### src/rtl/spi_slave_word.sv
// ============================================================================
// Module   : spi_slave_word
// Purpose  : Oversampled SPI slave moving DATA_W-bit words in any SPI mode.
//            sclk, cs_n and mosi are synchronised into clk. The fabric gets
//            an rx strobe and a ready/valid transmit holding register.
//            Back-to-back words are supported, and an aborted frame is flagged.
// Options  : define SPI_SLAVE_ECHO_EN so that an empty word load returns the
//            last received word instead of zero.
// Revision : 1.0 - initial release
// ============================================================================
`default_nettype none

module spi_slave_word #(
  parameter int DATA_W      = 8,
  parameter int CPOL        = 0,
  parameter int CPHA        = 0,
  parameter int SYNC_STAGES = 2
) (
  input  logic              clk,
  input  logic              rst_n,
  input  logic              i_sclk,
  input  logic              i_cs_n,
  input  logic              i_mosi,
  output logic              o_miso,
  input  logic [DATA_W-1:0] i_tx_data,
  input  logic              i_tx_valid,
  output logic              o_tx_ready,
  output logic [DATA_W-1:0] o_rx_data,
  output logic              o_rx_valid,
  output logic              o_frame_err,
  output logic              o_busy
);

  localparam int                CNT_W       = (DATA_W > 2) ? $clog2(DATA_W) : 1;
  localparam logic [CNT_W-1:0]  c_last_bit  = CNT_W'(DATA_W - 1);
  localparam logic              c_sclk_idle = (CPOL != 0);

  typedef enum logic [0:0] {
    IDLE   = 1'b0,
    ACTIVE = 1'b1
  } state_t;

  state_t                  r_state;
  state_t                  w_state_nxt;
  logic [SYNC_STAGES-1:0]  r_sclk_sync;
  logic [SYNC_STAGES-1:0]  r_cs_sync;
  logic [SYNC_STAGES-1:0]  r_mosi_sync;
  logic                    r_sclk_prev;
  logic                    r_cs_prev;
  logic [CNT_W-1:0]        r_cnt;
  logic [DATA_W-1:0]       r_rx_shift;
  logic [DATA_W-1:0]       r_rx_data;
  logic                    r_rx_valid;
  logic                    r_word_done;
  logic                    r_frame_err;
  logic [DATA_W-1:0]       r_tx_shift;
  logic [DATA_W-1:0]       r_hold;
  logic                    r_hold_full;
  logic                    r_miso;

  logic w_sclk_s, w_cs_s, w_mosi_s;
  logic w_sclk_rise, w_sclk_fall, w_lead, w_trail;
  logic w_sample, w_shift, w_cs_fall, w_cs_rise;
  logic w_load, w_abort;
  logic [DATA_W-1:0] w_empty_word;
  logic [DATA_W-1:0] w_load_word;
  logic              w_shift_out;

  assign w_sclk_s    = r_sclk_sync[SYNC_STAGES-1];
  assign w_cs_s      = r_cs_sync[SYNC_STAGES-1];
  assign w_mosi_s    = r_mosi_sync[SYNC_STAGES-1];
  assign w_sclk_rise = w_sclk_s & ~r_sclk_prev;
  assign w_sclk_fall = ~w_sclk_s & r_sclk_prev;
  assign w_lead      = (CPOL == 0) ? w_sclk_rise : w_sclk_fall;
  assign w_trail     = (CPOL == 0) ? w_sclk_fall : w_sclk_rise;
  assign w_sample    = (CPHA == 0) ? w_lead : w_trail;
  assign w_shift     = (CPHA == 0) ? w_trail : w_lead;
  assign w_cs_fall   = ~w_cs_s & r_cs_prev;
  assign w_cs_rise   = w_cs_s & ~r_cs_prev;

  // Value loaded when the holding register is empty and nothing bypasses;
  // at a word boundary the just-completed word is what rx_data is taking.
`ifdef SPI_SLAVE_ECHO_EN
  assign w_empty_word = r_word_done ? r_rx_shift : r_rx_data;
`else
  assign w_empty_word = '0;
`endif

  assign w_load_word = r_hold_full ? r_hold : (i_tx_valid ? i_tx_data : w_empty_word);
  // CPHA=0 already shows the MSB, so a shift edge exposes the next bit down.
  assign w_shift_out = (CPHA == 0) ? r_tx_shift[DATA_W-2] : r_tx_shift[DATA_W-1];

  // Synchronisers plus one delay stage for edge detection. cs_n resets to
  // "low" so a cs_n held low across reset can never look like a new frame.
  always_ff @(posedge clk or negedge rst_n) begin
    if (!rst_n) begin
      r_sclk_sync <= {SYNC_STAGES{c_sclk_idle}};
      r_cs_sync   <= '0;
      r_mosi_sync <= '0;
      r_sclk_prev <= c_sclk_idle;
      r_cs_prev   <= 1'b0;
    end else begin
      r_sclk_sync <= {r_sclk_sync[SYNC_STAGES-2:0], i_sclk};
      r_cs_sync   <= {r_cs_sync[SYNC_STAGES-2:0], i_cs_n};
      r_mosi_sync <= {r_mosi_sync[SYNC_STAGES-2:0], i_mosi};
      r_sclk_prev <= w_sclk_s;
      r_cs_prev   <= w_cs_s;
    end
  end

  // Frame state register.
  always_ff @(posedge clk or negedge rst_n) begin
    if (!rst_n) r_state <= IDLE;
    else        r_state <= w_state_nxt;
  end

  // Next state, word-load request and frame-abort detection.
  always_comb begin
    w_state_nxt = r_state;
    w_load      = 1'b0;
    w_abort     = 1'b0;
    case (r_state)
      IDLE: begin
        if (w_cs_fall) begin
          w_state_nxt = ACTIVE;
          w_load      = 1'b1;
        end
      end
      ACTIVE: begin
        if (w_cs_rise) begin
          w_state_nxt = IDLE;
          w_abort     = (r_cnt != '0);
        end else if (r_word_done) begin
          w_load = 1'b1;
        end
      end
      default: w_state_nxt = IDLE;
    endcase
  end

  // Receive path: sample mosi, count bits, commit completed words.
  always_ff @(posedge clk or negedge rst_n) begin
    if (!rst_n) begin
      r_cnt       <= '0;
      r_rx_shift  <= '0;
      r_rx_data   <= '0;
      r_rx_valid  <= 1'b0;
      r_word_done <= 1'b0;
      r_frame_err <= 1'b0;
    end else begin
      r_rx_valid  <= 1'b0;
      r_word_done <= 1'b0;
      r_frame_err <= w_abort;
      if (r_word_done) begin
        r_rx_data  <= r_rx_shift;
        r_rx_valid <= 1'b1;
      end
      if (r_state == IDLE || w_cs_rise) begin
        r_cnt <= '0;
        if (w_abort) r_rx_shift <= '0;
      end else if (w_sample) begin
        r_rx_shift <= {r_rx_shift[DATA_W-2:0], w_mosi_s};
        if (r_cnt == c_last_bit) begin
          r_cnt       <= '0;
          r_word_done <= 1'b1;
        end else begin
          r_cnt <= r_cnt + CNT_W'(1);
        end
      end
    end
  end

  // Transmit holding register and its ready/valid handshake.
  always_ff @(posedge clk or negedge rst_n) begin
    if (!rst_n) begin
      r_hold      <= '0;
      r_hold_full <= 1'b0;
    end else if (w_load && r_hold_full) begin
      r_hold_full <= 1'b0;
    end else if (i_tx_valid && !r_hold_full && !w_load) begin
      r_hold      <= i_tx_data;
      r_hold_full <= 1'b1;
    end
  end

  // Transmit shifter and miso. With CPHA=0 the trailing edge right after a
  // word's last sample is skipped so the freshly loaded MSB stays put.
  always_ff @(posedge clk or negedge rst_n) begin
    if (!rst_n) begin
      r_tx_shift <= '0;
      r_miso     <= 1'b0;
    end else if (w_load) begin
      r_tx_shift <= w_load_word;
      if (CPHA == 0) r_miso <= w_load_word[DATA_W-1];
    end else if (w_state_nxt == IDLE) begin
      r_miso <= 1'b0;
    end else if (w_shift && (CPHA != 0 || r_cnt != '0)) begin
      r_miso     <= w_shift_out;
      r_tx_shift <= {r_tx_shift[DATA_W-2:0], 1'b0};
    end
  end

  assign o_miso      = r_miso;
  assign o_tx_ready  = ~r_hold_full;
  assign o_rx_data   = r_rx_data;
  assign o_rx_valid  = r_rx_valid;
  assign o_frame_err = r_frame_err;
  assign o_busy      = (r_state == ACTIVE);

endmodule

`default_nettype wire

### config.mk
export PLATFORM = sky130hd
export DESIGN_NAME = spi_slave_word
export DESIGN_NICKNAME = d
export VERILOG_FILES = /design/src/rtl/spi_slave_word.sv
export SDC_FILE = /design/constraint.sdc
export NUM_CORES = 1
export LEC_CHECK = 0
export ABC_AREA = 1
export CAP_MARGIN = 25
export CORE_MARGIN = 1
export CORE_UTILIZATION = 45
export DETAILED_ROUTE_END_ITERATION = 8
export GPL_TIMING_DRIVEN = 0
export PLACE_DENSITY = 0.71
export SLEW_MARGIN = 10
export SYNTH_ARGS = -nofsm -noshare
export SYNTH_HDL_FRONTEND = slang
export SYNTH_SLANG_ARGS = --single-unit
### constraint.sdc
create_clock -name clk -period 1.56 [get_ports clk]
set_input_delay 0.312 -clock clk [delete_from_list [all_inputs] [get_ports clk]]
set_output_delay 0.312 -clock clk [all_outputs]
set_load 0.03 [all_outputs]
Word-level counts from Yosys, hierarchy flattened
Cells that the tools add are included.

Word-level logic and storage cells: 73. Input port bits: 14. Memory bits (writable): 0. Output and inout bits: 13. Register bits: 48. Bits in latches: 0. Bits in read-only memories: 0. Memories: 0.

Shift-type cells: 0. Order comparisons: 0. Bitwise operators: 11. Mux-type cells: 27. $mul: 0. Div/mod/pow operators: 0. $add $sub $neg: 1. Reductions and logical operators: 15. Equality and inequality tests: 3.

Operator list (count): $mux 8 (5); $mux 7 (3); $mux 1 (14); $mux 3 (3); $reduce_bool 2->1 (4); $not 1->1 (7); $reduce_and 2->1 (3); $and 1x1->1 (4); $logic_and 1x1->1 (4); $pmux 1 s2 (2); $add 3x1->3 const B (1); $eq 3x3->1 const B (1); $ne 3x1->1 const B (1); $reduce_bool 3->1 (1); $logic_not 1->1 (2); $ne 2x2->1 const B (1); $logic_or 1x1->1 (1).

Depth between registers and ports, before layout
Gate-level depths: netlist of run 1.

Word-level depth: 8. Mapped depth: 9. Gate-level depth less buffers: 9.

Worst setup path after synthesis of run 1
Ideal clock, no wire load.

Path type: register -> register. Start point: register r_state, in the netlist o_busy. End point: register r_hold[5]. Required time: 1439 ps. Library setup time: 121 ps. Cell stages (with the launch flop): 7. Slack: 198 ps. Clock period less this slack: 1362 ps. Arrival: 1242 ps. Buffers on the path: 1. Cells stage by stage: dfrtp_1 -> inv_2 -> nand3_4 -> nand4_4 -> buf_4 -> nand2_1 -> o21ai_1.

Cells in the longest elaborated chain, start to end: 5. Elaborated cells between the ends (all ways): 7. Those cells by class: 1 x mux; 2 x bitwise; 4 x reduce/logical.

Ends and longest elaborated chain: start, declared (RTL line 43) `state_t r_state;`; start signal, assigned (RTL line 114) `else r_state <= w_state_nxt;`; $not 1->1; $pmux 1 s2 * (RTL line 122) `case (r_state)`; $logic_not 1->1 or $logic_and 1x1->1 (tied branches) (RTL line 180, 178); $logic_and 1x1->1 or $not 1->1 (tied branches); $reduce_and 2->1 (no line) *; end signal, assigned (RTL line 181) `r_hold <= i_tx_data;`; end, declared (RTL line 57) `logic [DATA_W-1:0] r_hold;`.

Mark *: on every way between the ends. The rest lies on a longest branch, timed or not. A chain may end at the register's enable or synchronous reset.

Worst setup path in the final report of run 1
Start point: register r_state, in the netlist o_busy. End point: output port o_busy.

RTL lines: end, declared (RTL line 31) `output logic o_busy`.

No word-level cell between the ends.

==> metrics.md, run 1 <==
| Metric | Value |
|---|---|
| Synth Area in Adders | 1.82% |
| Compound-Gate Fraction of Synth Area | 5.95% |
| Post-Syn Area | 2060 sq um |
| Part of the cycle the worst path needs | 96.5% |
| H-tree depth | 2 |
| Worst-path fanout max | 6 |
| Crit-path max cell delay | 0.50 ns |
| Die width | 69.7 um |
| Pwr dens | 1270 nW/um^2 |
| Post-synthesis sequential area ratio | 58.3% |
| FF-to-FF setup slack | 0.14 ns |
| Gr usage total | 17.0% |
| Drt pass-1 iters | 4 |
| Area growth syn-to-layout | 21.6% |
| Die ar. | 4850 sq um |
| Drt drc | 0 |
| Initial antenna violation count | 0 |
| Syn avg cell area | 8.81 sq um |
| Buf/Inv on CP | 1 |
| Mux share of post-synthesis cell area | 0% |
| Worst min path class | flop to flop |
| Worst EP arrival | 1.19 ns |
| Clk Latency, worst-skew pair | 0.30 ns |
| Die Y-Extent | 69.7 um |
| Rel. slew slack | 76.5% |
| Slowest-stage cell, CP | dfrtp_1 |
| CP top delay family | flip-flops |
| DR iter-0 viols | 84 |
| Slew Limit Fails | 0 |
| Initial Utilization | 47.0% |
| DP HPWL | 2550 um |
| GPL Wtd Cong | 0.756 |
| YS warnings | 0 |
| CTS Buffer Depth | 2 |
| Largest net degree at the start of global routing | 35 |
| Fmax | 0.664 GHz |
| Post-DRT Antenna Nets | 0 |
| Vias | 1590 |
| Routed len/inst | 11.1 um |
| Simple-Gate Fraction of Synth Area | 28.2% |
| Setup WS post-layout | 0.0547 ns |
| Startpoint Class | flop |
| Synthesized Nets | 251 |
| First-pass GRT wire length | 6690 um |
| Place WS | -0.0595 ns |
| Worst-margin pin slew | 0.353 ns |
| # rows | 24 |
| Grt ovf | 0 |
| Leakage | 1.39 nW |
| Status | completed |
| Setup crit end kind | primary output |
| Register bit total from synthesis | 48 |
| Core ar. | 4380 sq um |
| Overall Power | 3.19 mW |
| Max-cap violations | 0 |
| Unrepaired setup endpoints after global routing | no |
| Proportion of layout cells with a drive suffix above 1 | 10.7% |
| Worst Clk Skew | 0.0134 ns |
| Post-CTS Setup Inserts | 0 |
| Worst Path Required | 1.25 ns |
| Diode count | 0 |
| # port buffers | 26 |
| VDD IR max | 735 uV |
| CTS clk-pin slew, worst paths | 0.08 ns |
| CTS sink cnt | 48 |
| Synth unique cells | 20 |
| Synthesized netlist cell count | 234 |
| CP Cell Sequence | clkdlybuf4s15_1 |
| Num ports | 27 |
| Nets@finish | 286 |
| Endpoints failing hold | 0 |
| Total wire length | 3580 um |
| Final setup viols | 0 |
| Crit path kind | flop to primary output |
| Combinational family with the most area after synthesis | simple AND/OR/NAND/NOR gates |
| Cts bufs inserted | 5 |
| Root Buffer | clkbuf_8 |
| Synth Area in XOR/XNOR | 0% |
| TritonCTS clock tree | built |
| Period minus WS final | 1.51 ns |
| Vias per Instance | 4.94 |
| Number of global-route vias before repair | 1506 |
-- path summary, 6_finish.rpt --
check | from | endpoint | cells after the start
min in group asynchronous | rst_n | o_rx_data[2]$_DFFE_PN0P_ | 2
worst max-delay path | o_busy$_DFF_PN0_ | o_busy | 1
worst min register to register | r_cs_sync[0]$_DFF_PN0_ | r_cs_sync[1]$_DFF_PN0_ | 0
worst max register to register | r_hold_full$_DFFE_PN0P_ | r_tx_shift[6]$_DFFE_PN0P_ | 8
max in group asynchronous | rst_n | r_cs_sync[0]$_DFF_PN0_ | 3
worst min-delay path | r_cs_sync[0]$_DFF_PN0_ | r_cs_sync[1]$_DFF_PN0_ | 0
-- logic make-up (layout without fill, tap and decap cells) --
family                   after synthesis  in the layout
buffers and inverters                 29             65
AO/OA/AOI/OAI                         23             23
flip-flops                            48             48
adder cells (fa/ha/maj)                3              3
AND/OR/NAND/NOR                      131            131
-- metrics by stage --
| step | instance area, sq um | util (%) | hold WS (ns) | TNS (ns) | cells |
|---|---|---|---|---|---|
| 2_1_floorplan | 2060 | - | 0.0164 | 0 | 234 |
| 3_5_place_dp | 2400 | 54.8 | 0.238 | -0.255 | 313 |
| 6_report | 2510 | 57.2 | 0.352 | 0 | 322 |
| 5_1_grt | 2510 | 57.2 | 0.369 | 0 | 322 |
| 3_3_place_gp | 2390 | 54.4 | 0.333 | -54.77 | 312 |
| 4_1_cts | 2500 | 57.1 | 0.355 | 0 | 322 |
-- state kept, by name (all words and copies together) (netlist names) --
signal,count
o_miso,1
r_hold,8
o_rx_valid,1
r_mosi_sync,2
r_cs_prev,1
r_cs_sync,2
o_busy,1
r_tx_shift,7
o_frame_err,1
r_word_done,1
r_cnt,3
r_sclk_prev,1
r_sclk_sync,2
r_rx_shift,8
r_hold_full,1
o_rx_data,8
-- what timing repair did --
| action | in CTS | in global routing |
|---|---|---|
| setup endpoints to repair | 13 | 9 |
| gates resized for setup | 17 | 2 |
| hold buffers | 1 | 0 |
| hold endpoints to repair | 14 | 0 |
-- cells in the final DEF (no fill, tap or decap), drive strengths merged, types with 3 or more instances in the layout --
cell type,Yosys,final
nand3,28,28
dfrtp,48,48
nand2,96,96
buf,5,8
clkbuf,0,5
nor2,4,4
dlygate4sd2,0,11
ha,3,3
o21ai,20,20
inv,24,24
clkdlybuf4s50,0,12
nand4,3,3
-- per-layer routing --
layer	up-vias	GRT usage, %	share of wire (%)
met2	38	26.0	45
li1	811	-	-
met4	0	5.78	1.3
met1	736	24.1	49
met3	5	3.78	5.1
met5	-	0	0
-- final cells by class --
| type | count | area (sq um) |
|---|---|---|
| Buffer | 5 | 27.5 |
| Clock buffer | 5 | 68.8 |
| Clock inverter | 3 | 42.5 |
| Fill cell | 394 | 1880 |
| Inverter | 24 | 90.1 |
| Multi-Input combinational cell | 157 | 744 |
| Sequential cell | 48 | 1200 |
| Tap cell | 52 | 65.1 |
| Timing Repair Buffer | 28 | 267 |
-- Yosys cell counts --
| cell type | count | share of area, % |
|---|---|---|
| inv_1 | 21 | 3.8 |
| o21ai_0 | 11 | 2.7 |
| a21oi_1 | 1 | 0.24 |
| o21ai_1 | 8 | 1.9 |
| nand4_4 | 1 | 1.0 |
| dfrtp_1 | 48 | 58 |
| nand4_1 | 2 | 0.61 |
| nand2_2 | 4 | 1.2 |
| buf_2 | 4 | 0.97 |
| ha_1 | 3 | 1.8 |
| nand3_1 | 25 | 6.1 |
| o22ai_1 | 1 | 0.30 |
| nand3_2 | 2 | 0.97 |
| nor2_1 | 4 | 0.73 |
| inv_2 | 3 | 0.55 |
| nand2_1 | 92 | 17 |
| o21ai_2 | 1 | 0.43 |
| o21a_1 | 1 | 0.36 |
| nand3_4 | 1 | 0.85 |
| buf_4 | 1 | 0.36 |
-- power breakdown --
group	internal, mW	switching [mW]
logic	0.277	0.429
registers	1.47	0.129
clock network	0.474	0.404
total	2.22	0.962
(Power assumes the default switching activity.)
==> run 2: changes to the inputs <==
ABC_CLOCK_PERIOD_IN_PS = 1560   (was unset)
GPL_ROUTABILITY_DRIVEN = 0   (was unset)
==> results of run 2 <==
Same layout as run 1: the final DEF is identical, and so are final timing and power.
